===== src/rtl/clock_pkg.sv =====
// Shared types, digit limits and BCD increment helpers
// for the HH:MM:SS clock timebase.
package clock_pkg;

  typedef enum logic [1:0] {
    MODE_RUN     = 2'b00,
    MODE_SET_HR  = 2'b01,
    MODE_SET_MIN = 2'b10
  } mode_e;

  localparam int CLK_HZ_DEF = 50_000_000;

  localparam logic [3:0] LIM_TENS_MS = 4'd5;
  localparam logic [3:0] LIM_ONES    = 4'd9;
  localparam logic [3:0] LIM_H10     = 4'd2;
  localparam logic [3:0] LIM_H1_AT_2 = 4'd3;

  // Returns {carry, next} for a 00..59 BCD pair.
  function automatic logic [8:0] inc_bcd60(
    input logic [7:0] v
  );
    if (v[3:0] == LIM_ONES) begin
      if (v[7:4] == LIM_TENS_MS)
        return {1'b1, 8'h00};
      return {1'b0, v[7:4] + 4'd1, 4'd0};
    end
    return {1'b0, v[7:4], v[3:0] + 4'd1};
  endfunction

  function automatic logic [7:0] inc_bcd24(
    input logic [7:0] v
  );
    if (v[7:4] == LIM_H10 && v[3:0] == LIM_H1_AT_2)
      return 8'h00;
    if (v[3:0] == LIM_ONES)
      return {v[7:4] + 4'd1, 4'd0};
    return {v[7:4], v[3:0] + 4'd1};
  endfunction

endpackage


===== src/rtl/clock_timebase_btn_debounce.sv =====
// Pushbutton conditioner: 2-FF synchronizer, stability
// counter and a one-cycle pulse on each accepted press.
module btn_debounce #(
  parameter int DEBOUNCE_CYC = 1_000_000
) (
  input  logic clk_50Mhz,
  input  logic rst,
  input  logic btn_raw,
  output logic press
);

  localparam int CW = $clog2(DEBOUNCE_CYC + 1);
  localparam logic [CW-1:0] CNT_LAST = CW'(DEBOUNCE_CYC - 1);

  logic          sync1_q, sync2_q;
  logic          level_q, level_d;
  logic          press_q, press_d;
  logic [CW-1:0] cnt_q, cnt_d;

  // Counting only while the input disagrees with the accepted
  // level means any bounce back resets the count.
  always_comb begin
    level_d = level_q;
    cnt_d   = '0;
    if (sync2_q != level_q) begin
      if (cnt_q == CNT_LAST)
        level_d = sync2_q;
      else
        cnt_d = cnt_q + CW'(1);
    end
    press_d = level_d & ~level_q;
  end

  always_ff @(posedge clk_50Mhz or posedge rst) begin
    if (rst) begin
      sync1_q <= 1'b0;
      sync2_q <= 1'b0;
      level_q <= 1'b0;
      cnt_q   <= '0;
      press_q <= 1'b0;
    end else begin
      sync1_q <= btn_raw;
      sync2_q <= sync1_q;
      level_q <= level_d;
      cnt_q   <= cnt_d;
      press_q <= press_d;
    end
  end

  assign press = press_q;

endmodule


===== src/rtl/clock_timebase.sv =====
// 24h BCD clock with run/set-hour/set-minute modes.
// Define CLOCK_BLINK_EN to blink the digits being set.
module clock_timebase
  import clock_pkg::*;
#(
  parameter int CLK_HZ       = CLK_HZ_DEF,
  parameter int DEBOUNCE_CYC = 1_000_000
) (
  input  logic        clk_50Mhz,
  input  logic        rst,
  input  logic        btn_mode,
  input  logic        btn_inc,
  output logic [23:0] time_bcd,
  output logic        tick_1hz,
  output logic [1:0]  mode,
  output logic [5:0]  blank_mask
);

  localparam int PW = (CLK_HZ > 1) ? $clog2(CLK_HZ) : 1;
  localparam logic [PW-1:0] P_LAST = PW'(CLK_HZ - 1);

  logic          mode_press, inc_press;
  logic [PW-1:0] presc_q, presc_d;
  logic          tick_q, tick_d;
  mode_e         mode_q, mode_d;
  logic [23:0]   time_q, time_d;
  logic [8:0]    sec_inc, min_inc;
  logic [7:0]    hr_inc;

  btn_debounce #(.DEBOUNCE_CYC(DEBOUNCE_CYC)) u_db_mode (
    .clk_50Mhz (clk_50Mhz),
    .rst       (rst),
    .btn_raw   (btn_mode),
    .press     (mode_press)
  );

  btn_debounce #(.DEBOUNCE_CYC(DEBOUNCE_CYC)) u_db_inc (
    .clk_50Mhz (clk_50Mhz),
    .rst       (rst),
    .btn_raw   (btn_inc),
    .press     (inc_press)
  );

  always_comb begin
    sec_inc = inc_bcd60(time_q[7:0]);
    min_inc = inc_bcd60(time_q[15:8]);
    hr_inc  = inc_bcd24(time_q[23:16]);
    presc_d = (presc_q == P_LAST) ? '0 : presc_q + PW'(1);
    mode_d  = mode_q;
    time_d  = time_q;
    if (mode_q == MODE_RUN && tick_q) begin
      time_d[7:0] = sec_inc[7:0];
      if (sec_inc[8]) begin
        time_d[15:8] = min_inc[7:0];
        if (min_inc[8])
          time_d[23:16] = hr_inc;
      end
    end
    // Mode press wins; a coincident inc press is dropped.
    if (mode_press) begin
      unique case (mode_q)
        MODE_RUN:    mode_d = MODE_SET_HR;
        MODE_SET_HR: mode_d = MODE_SET_MIN;
        MODE_SET_MIN: begin
          mode_d      = MODE_RUN;
          time_d[7:0] = 8'h00;
          presc_d     = '0;
        end
        default:     mode_d = MODE_RUN;
      endcase
    end else if (inc_press) begin
      unique case (mode_q)
        MODE_SET_HR:  time_d[23:16] = hr_inc;
        MODE_SET_MIN: time_d[15:8]  = min_inc[7:0];
        default:      ;
      endcase
    end
    tick_d = (presc_d == P_LAST);
  end

  always_ff @(posedge clk_50Mhz or posedge rst) begin
    if (rst) begin
      presc_q <= '0;
      tick_q  <= 1'b0;
      mode_q  <= MODE_RUN;
      time_q  <= 24'h000000;
    end else begin
      presc_q <= presc_d;
      tick_q  <= tick_d;
      mode_q  <= mode_d;
      time_q  <= time_d;
    end
  end

`ifdef CLOCK_BLINK_EN
  localparam logic [PW-1:0] P_HALF = PW'(CLK_HZ / 2);

  logic [5:0] blank_q, blank_d;

  // Derived from next-state so the mask lines up with presc_q.
  always_comb begin
    blank_d = 6'b000000;
    if (presc_d >= P_HALF) begin
      unique case (mode_d)
        MODE_SET_HR:  blank_d = 6'b110000;
        MODE_SET_MIN: blank_d = 6'b001100;
        default:      blank_d = 6'b000000;
      endcase
    end
  end

  always_ff @(posedge clk_50Mhz or posedge rst) begin
    if (rst)
      blank_q <= 6'b000000;
    else
      blank_q <= blank_d;
  end

  assign blank_mask = blank_q;
`else
  assign blank_mask = 6'b000000;
`endif

  assign time_bcd = time_q;
  assign tick_1hz = tick_q;
  assign mode     = mode_q;

endmodule

===== config.mk =====
export PLATFORM = sky130hd
export DESIGN_NAME = clock_timebase
export DESIGN_NICKNAME = d
export VERILOG_FILES = /design/src/rtl/clock_pkg.sv /design/src/rtl/clock_timebase_btn_debounce.sv /design/src/rtl/clock_timebase.sv
export SDC_FILE = /design/constraint.sdc
export NUM_CORES = 1
export LEC_CHECK = 0
export BUFFER_PORTS_ARGS = -buffer_cell sky130_fd_sc_hd__buf_4
export CAP_MARGIN = 20
export CORE_MARGIN = 3
export CORE_UTILIZATION = 60
export CTS_CLUSTER_DIAMETER = 50
export DETAILED_ROUTE_END_ITERATION = 16
export PLACE_DENSITY = 0.89
export SLEW_MARGIN = 20
export SYNTH_ARGS = -nofsm -noshare
export SYNTH_HDL_FRONTEND = slang
export SYNTH_HIERARCHICAL = 1
export SYNTH_SLANG_ARGS = --single-unit
export TNS_END_PERCENT = 30

===== constraint.sdc =====
create_clock -name clk_50Mhz -period 3.4 [get_ports clk_50Mhz]
set_clock_uncertainty 0.15 [all_clocks]
set_input_delay 0.68 -clock clk_50Mhz [delete_from_list [all_inputs] [get_ports clk_50Mhz]]
set_output_delay 0.68 -clock clk_50Mhz [all_outputs]
set_load 0.005 [all_outputs]

==> flow_summary_export.csv, run 1 <==
group,metric,value,unit
sta,drv_slew,0,
synth,syn_inst,532,
setup_path,critPathLaunchType,"flop",
sta,final.min_clock_period,2.80,ns
grt,grt_pass1_vias,3851,
power_and_ir_drop,power_density,356,nW/um2
cts,cts_root_buf,"clkbuf_8",
setup_path,slowest_stage,"or4_2",
setup_path,crit_type,"reg -> reg",
grt,grt_first_pass_wirelength,18000,um
layout,area_delta_synth_final,9.22,%
setup_path,worstPathRequired,3.55,ns
synth,yosys.area.top_type,"dfrtp_1",
floorplan,dieHeight,100,um
synth,seq_area_frac_synth,47.4,%
synth,netlist_area,5330,um2
routing,viasPerCell,6.01,
placed_design,port_buffers,30,
synth,yosysTopAreaCellShare,47.4,%
power_and_ir_drop,peakVddDrop,0.000285,V
cts,path_clk_slew,0.10,ns
sta,tightest_slew,0.958,ns
layout,final_layout_size_suffix_gt1_share,14.8,%
layout,final_nets,575,
synth,synth.avg_cell_area,10.0,um2
layout,n_antenna_cell,0,
sta,hold_viol,0,
setup_path,r2r-end,"tick_1hz",
synth,ys_types,62,
sta,relSlewSlack,35.9,%
grt,gr-total-overflow,0,
cts,cts_setup_buffers,0,
floorplan,coreArea,8420,um2
cts,cts.sinks,101,
flow_run,drv_cap,0,
setup_path,path_max_fanout,8,
routing,ant_nets,0,
cts,postCtsHoldBufs,0,
synth,synth_seq_cells,101,
cts,cts_resized,0,
sta,timing.final.crit_share,82.2,%
routing,drt_iter0_drc,181,
routing,drc_errors,0,
sta,setup_tns,0,ns
sta,rsz0062_at_grt,"no",
setup_path,startpoint,"presc_q[0]",
routing,wirelength,10400,um
placed_design,place_hpwl,7390,um
floorplan,dieWidth,100,um
routing,drt_first_pass_iters,5,
floorplan,pin_count,37,
synth,synth_area_leaders,"dfrtp_1, xor2_1, nor2_1",
cts,cts_tree,"done",
synth,ys_top_cells_by_count,"dfrtp_1, nor2_1, nand2_1, xor2_1, xnor2_1",
cts,numCtsBuffers,9,
routing,route.vias.total,4048,
setup_path,cp-end-kind,"flop",
cts,clkLatencyLatePin,0.37,ns
grt,grt_start_max_net_pins,39,
setup_path,reg2reg_depth,7,
synth,yosysWarnings,6,
synth,post-synth-top-count-cell,"dfrtp_1",
synth,async_flop_share,100,%
setup_path,r2r_setup_slack,0.60,ns
floorplan,rows,33,
placed_design,place_area,5610,um2
cts,h-tree-depth,3,
routing,wl_per_cell,15.4,um
cts,cts_max_path_buffers,2,
setup_path,crit_chain,"ha_1 -> nand4_1 -> or4_2 -> nor3_2 -> mux2_2 -> o31ai_1 -> and4_1",
floorplan,dieArea,10100,um2
sta,setup_viol,0,
grt,grt_use_total,22.0,%
worst_hold_path,hp-class,"in -> async",
setup_path,arrival,2.95,ns
grt,grt_antenna_before_repair,0,
layout,fin_area,5820,um2
synth,synth_ff_type,"dfrtp_1",
power_and_ir_drop,p_leak,0.00260,uW
setup_path,critPathMaxStageDelay,0.78,ns
placed_design,gp_congestion,0.967,
synth,synth-edff-count,0,
run_status,outcome,"completed",
setup_path,reg2reg_from,"presc_q[0]",
floorplan,start_util,63.3,%
sta,clock.fmax,358,MHz
setup_path,crit_end,"tick_1hz",
flip-flops by register name, indices dropped and copies added (netlist names):
name	flops
u_db_inc/level_q	1
time_bcd	24
tick_1hz	1
u_db_inc/sync1_q	1
u_db_inc/cnt_q	20
u_db_mode/cnt_q	20
u_db_mode/press	1
presc_q	26
u_db_mode/sync2_q	1
mode	2
u_db_inc/press	1
u_db_mode/level_q	1
u_db_mode/sync1_q	1
u_db_inc/sync2_q	1
worst min-delay path by stage:
stage | start | to | slack [ns] | cells past startpoint
6_report | rst | presc_q[1] | 0.14 | 2
5_1_grt | rst | presc_q[1] | 0.15 | 2
2_1_floorplan | u_db_inc/sync1_q | u_db_inc/sync2_q | 0.18 | 0
3_5_place_dp | u_db_inc/sync1_q | u_db_inc/sync2_q | 0.19 | 0
4_1_cts | rst | presc_q[1] | 0.13 | 2
3_3_place_gp | u_db_mode/sync1_q | u_db_mode/sync2_q | 0.18 | 0
critical path: cells and delay by family, from the launching register on:
family	cells	cell delay, ns
flip-flops	1	0.45
AND/OR/NAND/NOR	4	1.44
multiplexers	1	0.35
adder cells (fa/ha/maj)	1	0.27
AO/OA/AOI/OAI	1	0.08
per-layer routing:
metal | GRT usage, % | part of all wire, % | vias to the layer above
met5 | 0 | 0 | -
met4 | 6.32 | 1.0 | 0
met3 | 4.38 | 5.1 | 12
met2 | 35.8 | 50 | 122
met1 | 30.1 | 44 | 1977
li1 | - | - | 1937
area by class of cell:
| class | count | area (um2) |
|---|---|---|
| clock buffer | 9 | 124 |
| clock inverter | 7 | 91.3 |
| fill | 614 | 2600 |
| inverter | 18 | 67.6 |
| multi-input combinational | 402 | 2640 |
| sequential | 101 | 2530 |
| tap | 105 | 131 |
| timing repair buffer | 32 | 240 |
where the power goes:
| part | total [uW] | leakage [uW] | internal [uW] | switching, uW |
|---|---|---|---|---|
| registers | 1220 | 0.00138 | 1210 | 7.14 |
| logic | 49.5 | 0.00111 | 12.1 | 37.3 |
| clock network | 808 | 0.000105 | 358 | 450 |
| total | 2070 | 0.00260 | 1580 | 494 |
kinds of logic (layout without fill, tap and decap cells):
| kind of cell | after synthesis | count (layout) | share of synthesized area, % |
|---|---|---|---|
| xor+xnor | 60 | 60 | 9.85 |
| flops | 101 | 101 | 47.4 |
| simple gates | 259 | 259 | 27.9 |
| buf+inv | 34 | 66 | 3.40 |
| mux | 9 | 9 | 1.95 |
| other cells | 1 | 6 | 0.0703 |
| compound gates | 61 | 61 | 7.74 |
| fa+ha+maj | 7 | 7 | 1.64 |
through the flow:
step | hold slack [ns] | instances | utilization [%] | total power, uW | worst slack [ns]
2_1_floorplan | 0.181 | 537 | - | 1280 | 0.923
3_3_place_gp | 0.184 | 658 | 66.6 | 1290 | 0.780
3_5_place_dp | 0.186 | 658 | 66.6 | 1290 | 0.660
4_1_cts | 0.135 | 674 | 69.1 | 2090 | 0.629
5_1_grt | 0.146 | 674 | 69.1 | 2150 | 0.461
6_report | 0.144 | 674 | 69.1 | 2070 | 0.604
cells in the final DEF (no fill, tap or decap), drive strengths merged, types with 2 or more instances in the layout:
master,synthesis,final
nand2,41,41
o31ai,8,8
nor4b,2,2
mux2,5,5
nand4b,2,2
nor3b,7,7
dfrtp,101,101
a31oi,2,2
o41ai,2,2
a21oi,20,20
nand3,26,26
a21o,2,2
nor3,13,13
or4,11,11
nor2,73,73
mux2i,4,4
buf,11,32
ha,7,7
nor4,10,10
nand4,20,20
or3,9,9
nor4bb,4,4
and2,2,2
inv,18,21
and4,7,7
nand4bb,2,2
clkinv,0,2
nand2b,4,4
conb,1,6
xnor2,23,23
or2,4,4
o21ai,19,19
nor2b,6,6
xor2,37,37
and3,11,11
clkbuf,5,9
Power figures use the tool's default switching activity.
==> run 2, diff against run 1 <==
--- a/config.mk
+++ b/config.mk
@@ -5,13 +5,14 @@
 export SDC_FILE = /design/constraint.sdc
 export NUM_CORES = 1
 export LEC_CHECK = 0
+export ABC_AREA = 1
 export BUFFER_PORTS_ARGS = -buffer_cell sky130_fd_sc_hd__buf_4
 export CAP_MARGIN = 20
 export CORE_MARGIN = 3
-export CORE_UTILIZATION = 60
+export CORE_UTILIZATION = 55
 export CTS_CLUSTER_DIAMETER = 50
 export DETAILED_ROUTE_END_ITERATION = 16
-export PLACE_DENSITY = 0.89
+export PLACE_DENSITY = 0.86
 export SLEW_MARGIN = 20
 export SYNTH_ARGS = -nofsm -noshare
 export SYNTH_HDL_FRONTEND = slang
==> constraint.sdc (replaced) <==
create_clock -name clk_50Mhz -period 2.3 [get_ports clk_50Mhz]
set_clock_uncertainty 0.15 [all_clocks]
set_input_delay 0.46 -clock clk_50Mhz [delete_from_list [all_inputs] [get_ports clk_50Mhz]]
set_output_delay 0.46 -clock clk_50Mhz [all_outputs]
set_load 0.005 [all_outputs]
==> run 2 against run 1 <==
  * Register-to-register slack lost 0.34 ns
  * Clock power rose by 26%
  * Via count is 19% higher
  * Core utilization down 5.7 points
  * Largest power group unchanged
  * Maximum frequency grew 37%
  * Sequential share of layout area fell by 3.4 points
  * Sequential power up 47%
  * Critical path depth is 3 higher
  * First-iteration DRC count grew 44%
  * Clock-buffer cell count increased by 1
==> flow_summary_export.csv, run 2 <==
group,metric,value,unit
run_status,outcome,"completed",
grt,grt_pass1_vias,4699,
synth,yosysTopAreaCellShare,44.1,%
layout,final_common_cell,"nor2_1",
cts,cts_root_buf,"clkbuf_8",
placed_design,dp_worst_setup_slack,0.270,ns
layout,post-route-util,63.4,%
cts,cts_setup_buffers,0,
routing,wirelength,11500,um
routing,route.vias.total,4830,
synth,ys_top_cells_by_count,"nor2_1, nand2_1, dfrtp_1, inv_1, nand3_1",
cts,cts.sinks,101,
layout,fillers,860,
setup_path,cp-end-kind,"flop",
floorplan,start_util,57.6,%
cts,cts_resized,0,
power_and_ir_drop,power_density,459,nW/um2
sta,hold_viol,0,
synth,synth_area_leaders,"dfrtp_1, nor2_1, nand2_1",
layout,n_antenna_cell,0,
cts,path_clk_slew,0.10,ns
sta,drv_slew,0,
sta,clock.fmax,491,MHz
synth,syn_inst,759,
layout,final_nets,814,
sta,rsz0062_at_grt,"no",
floorplan,pin_count,37,
cts,h-tree-depth,3,
floorplan,dieWidth,108,um
placed_design,place_hpwl,8860,um
sta,final.setup.worst_slack,0.264,ns
grt,grt_antenna_before_repair,0,
sta,timing.final.crit_share,88.5,%
layout,largest_register_ffs,26,
setup_path,reg2reg_depth,10,
worst_hold_path,worstHoldPathCells,1,
worst_hold_path,worstHoldStart,"btn_inc",
setup_path,reg2reg_from,"mode[1]",
sta,final.min_clock_period,2.04,ns
cts,clkLatencyLatePin,0.36,ns
floorplan,dieArea,11700,um2
cts,postCtsHoldBufs,1,
synth,yosys.area.top_type,"dfrtp_1",
routing,drc_errors,0,
cts,cts_tree,"done",
layout,area_delta_synth_final,10.2,%
routing,drt_iter0_drc,260,
synth,ys_types,38,
placed_design,port_buffers,30,
synth,post-synth-top-count-cell,"nor2_1",
layout,final_layout_size_suffix_gt1_share,15.1,%
routing,wl_per_cell,12.2,um
layout,top_register,"presc_q",
setup_path,arrival,2.14,ns
layout,regArea,2530,um2
power_and_ir_drop,peakVddDrop,0.000357,V
synth,netlist_area,5730,um2
synth,synth.avg_cell_area,7.55,um2
floorplan,rows,36,
synth,async_flop_share,100,%
cts,numCtsBuffers,9,
floorplan,dieHeight,108,um
layout,final_cell_mix,"nor2_1, nand2_1, dfrtp_1",
setup_path,startpoint,"mode[1]",
synth,seq_area_frac_synth,44.1,%
routing,drt_first_pass_iters,5,
routing,viasPerCell,5.14,
flow_run,drv_cap,0,
setup_path,critPathLaunchType,"flop",
synth,synth_seq_cells,101,
sta,setup_viol,0,
synth,yosysWarnings,6,
routing,ant_nets,0,
synth,synth_ff_type,"dfrtp_1",
synth,synth-edff-count,0,
worst_hold_path,hp-class,"in -> reg",
setup_path,crit_type,"reg -> reg",
setup_path,worstPathRequired,2.40,ns
floorplan,coreArea,9950,um2
layout,multiInputGateArea,2760,um2
setup_path,path_max_fanout,11,
cts,cts_max_path_buffers,2,
grt,gr-total-overflow,0,
placed_design,gp_congestion,0.960,
power_and_ir_drop,p_leak,0.00296,uW
grt,grt_start_max_net_pins,54,
grt,grt_use_total,21.3,%
grt,grt_first_pass_wirelength,20400,um
sta,setup_tns,0,ns
==> run 2: changes by cell type after synthesis, sizes merged, moves of 10 or more <==
| cell | change |
|---|---|
| and3 | -10 |
| nor2 | +102 |
| nand2 | +123 |
| nand3 | +32 |
| o21ai | +11 |
| inv | +90 |
| xor2 | -13 |
| nor4 | -10 |
| xnor2 | -18 |
| or4 | -11 |
==> run 2: critical path, stage by stage, from the launching register on <==
cell and delay (ns):
dfrtp_1 0.42, nor2_2 0.17, nand2_1 0.09, nor2_2 0.17, nand2_2 0.10, inv_2 0.08, nand4_1 0.07, nand2_1 0.27
inv_1 0.16, a21oi_1 0.18, nor3_1 0.07
==> run 2: path summary, 6_finish.rpt <==
| check | end | slack, ns |
|---|---|---|
| max | time_bcd[19] | 0.26 |
| min reg2reg | u_db_mode/sync2_q | 0.21 |
| max reg2reg | time_bcd[19] | 0.26 |
| min in group asynchronous | u_db_inc/cnt_q[16] | 0.55 |
| max in group asynchronous | presc_q[11] | 1.20 |
| min | u_db_inc/sync1_q | 0.06 |
==> run 2: kinds of logic (layout without fill, tap and decap cells) <==
logic type / Yosys count / after routing / share of synthesized area [%]
AOI/OAI and AO/OA: 60 / 60 / 5.85
xor gates and xnor gates: 29 / 29 / 4.70
adders and majority gates: 7 / 7 / 1.53
buffers and inverters: 116 / 159 / 8.04
DFF: 101 / 101 / 44.1
other: 1 / 6 / 0.0655
and+or+nand+nor: 445 / 445 / 35.7
==> run 2: metrics by stage <==
stage / power (uW) / cells / cell area [um2] / hold WS, ns
floorplan: 1890 / 764 / 5750 / 0.181
global placement: 1910 / 924 / 6130 / 0.181
detailed placement: 1920 / 924 / 6130 / 0.185
CTS: 2940 / 940 / 6310 / 0.0373
global route: 3020 / 940 / 6310 / 0.0320
finish: 2900 / 940 / 6310 / 0.0551
==> run 2: final cells by class <==
type,instances,area share [%]
multi-input cells,547,43.7
flip-flops and latches,101,40.0
inverters,108,6.42
repair buffers,36,4.52
well taps,133,2.64
clock buffers,10,2.02
clock inverters,5,0.674
==> run 2: power breakdown <==
part           switching [uW]  internal (uW)  total, uW
registers                8.06           1790       1790
logic                    61.9           22.3       84.2
clock network             616            406       1020
==> run 2: per-layer routing <==
| layer | up-vias | global-route usage (%) | wire [um] |
|---|---|---|---|
| met5 | - | 0 | 0 |
| li1 | 2475 | - | - |
| met1 | 2209 | 27.4 | 5170 |
| met3 | 24 | 2.75 | 466 |
| met4 | 0 | 9.02 | 308 |
| met2 | 122 | 36.5 | 5550 |
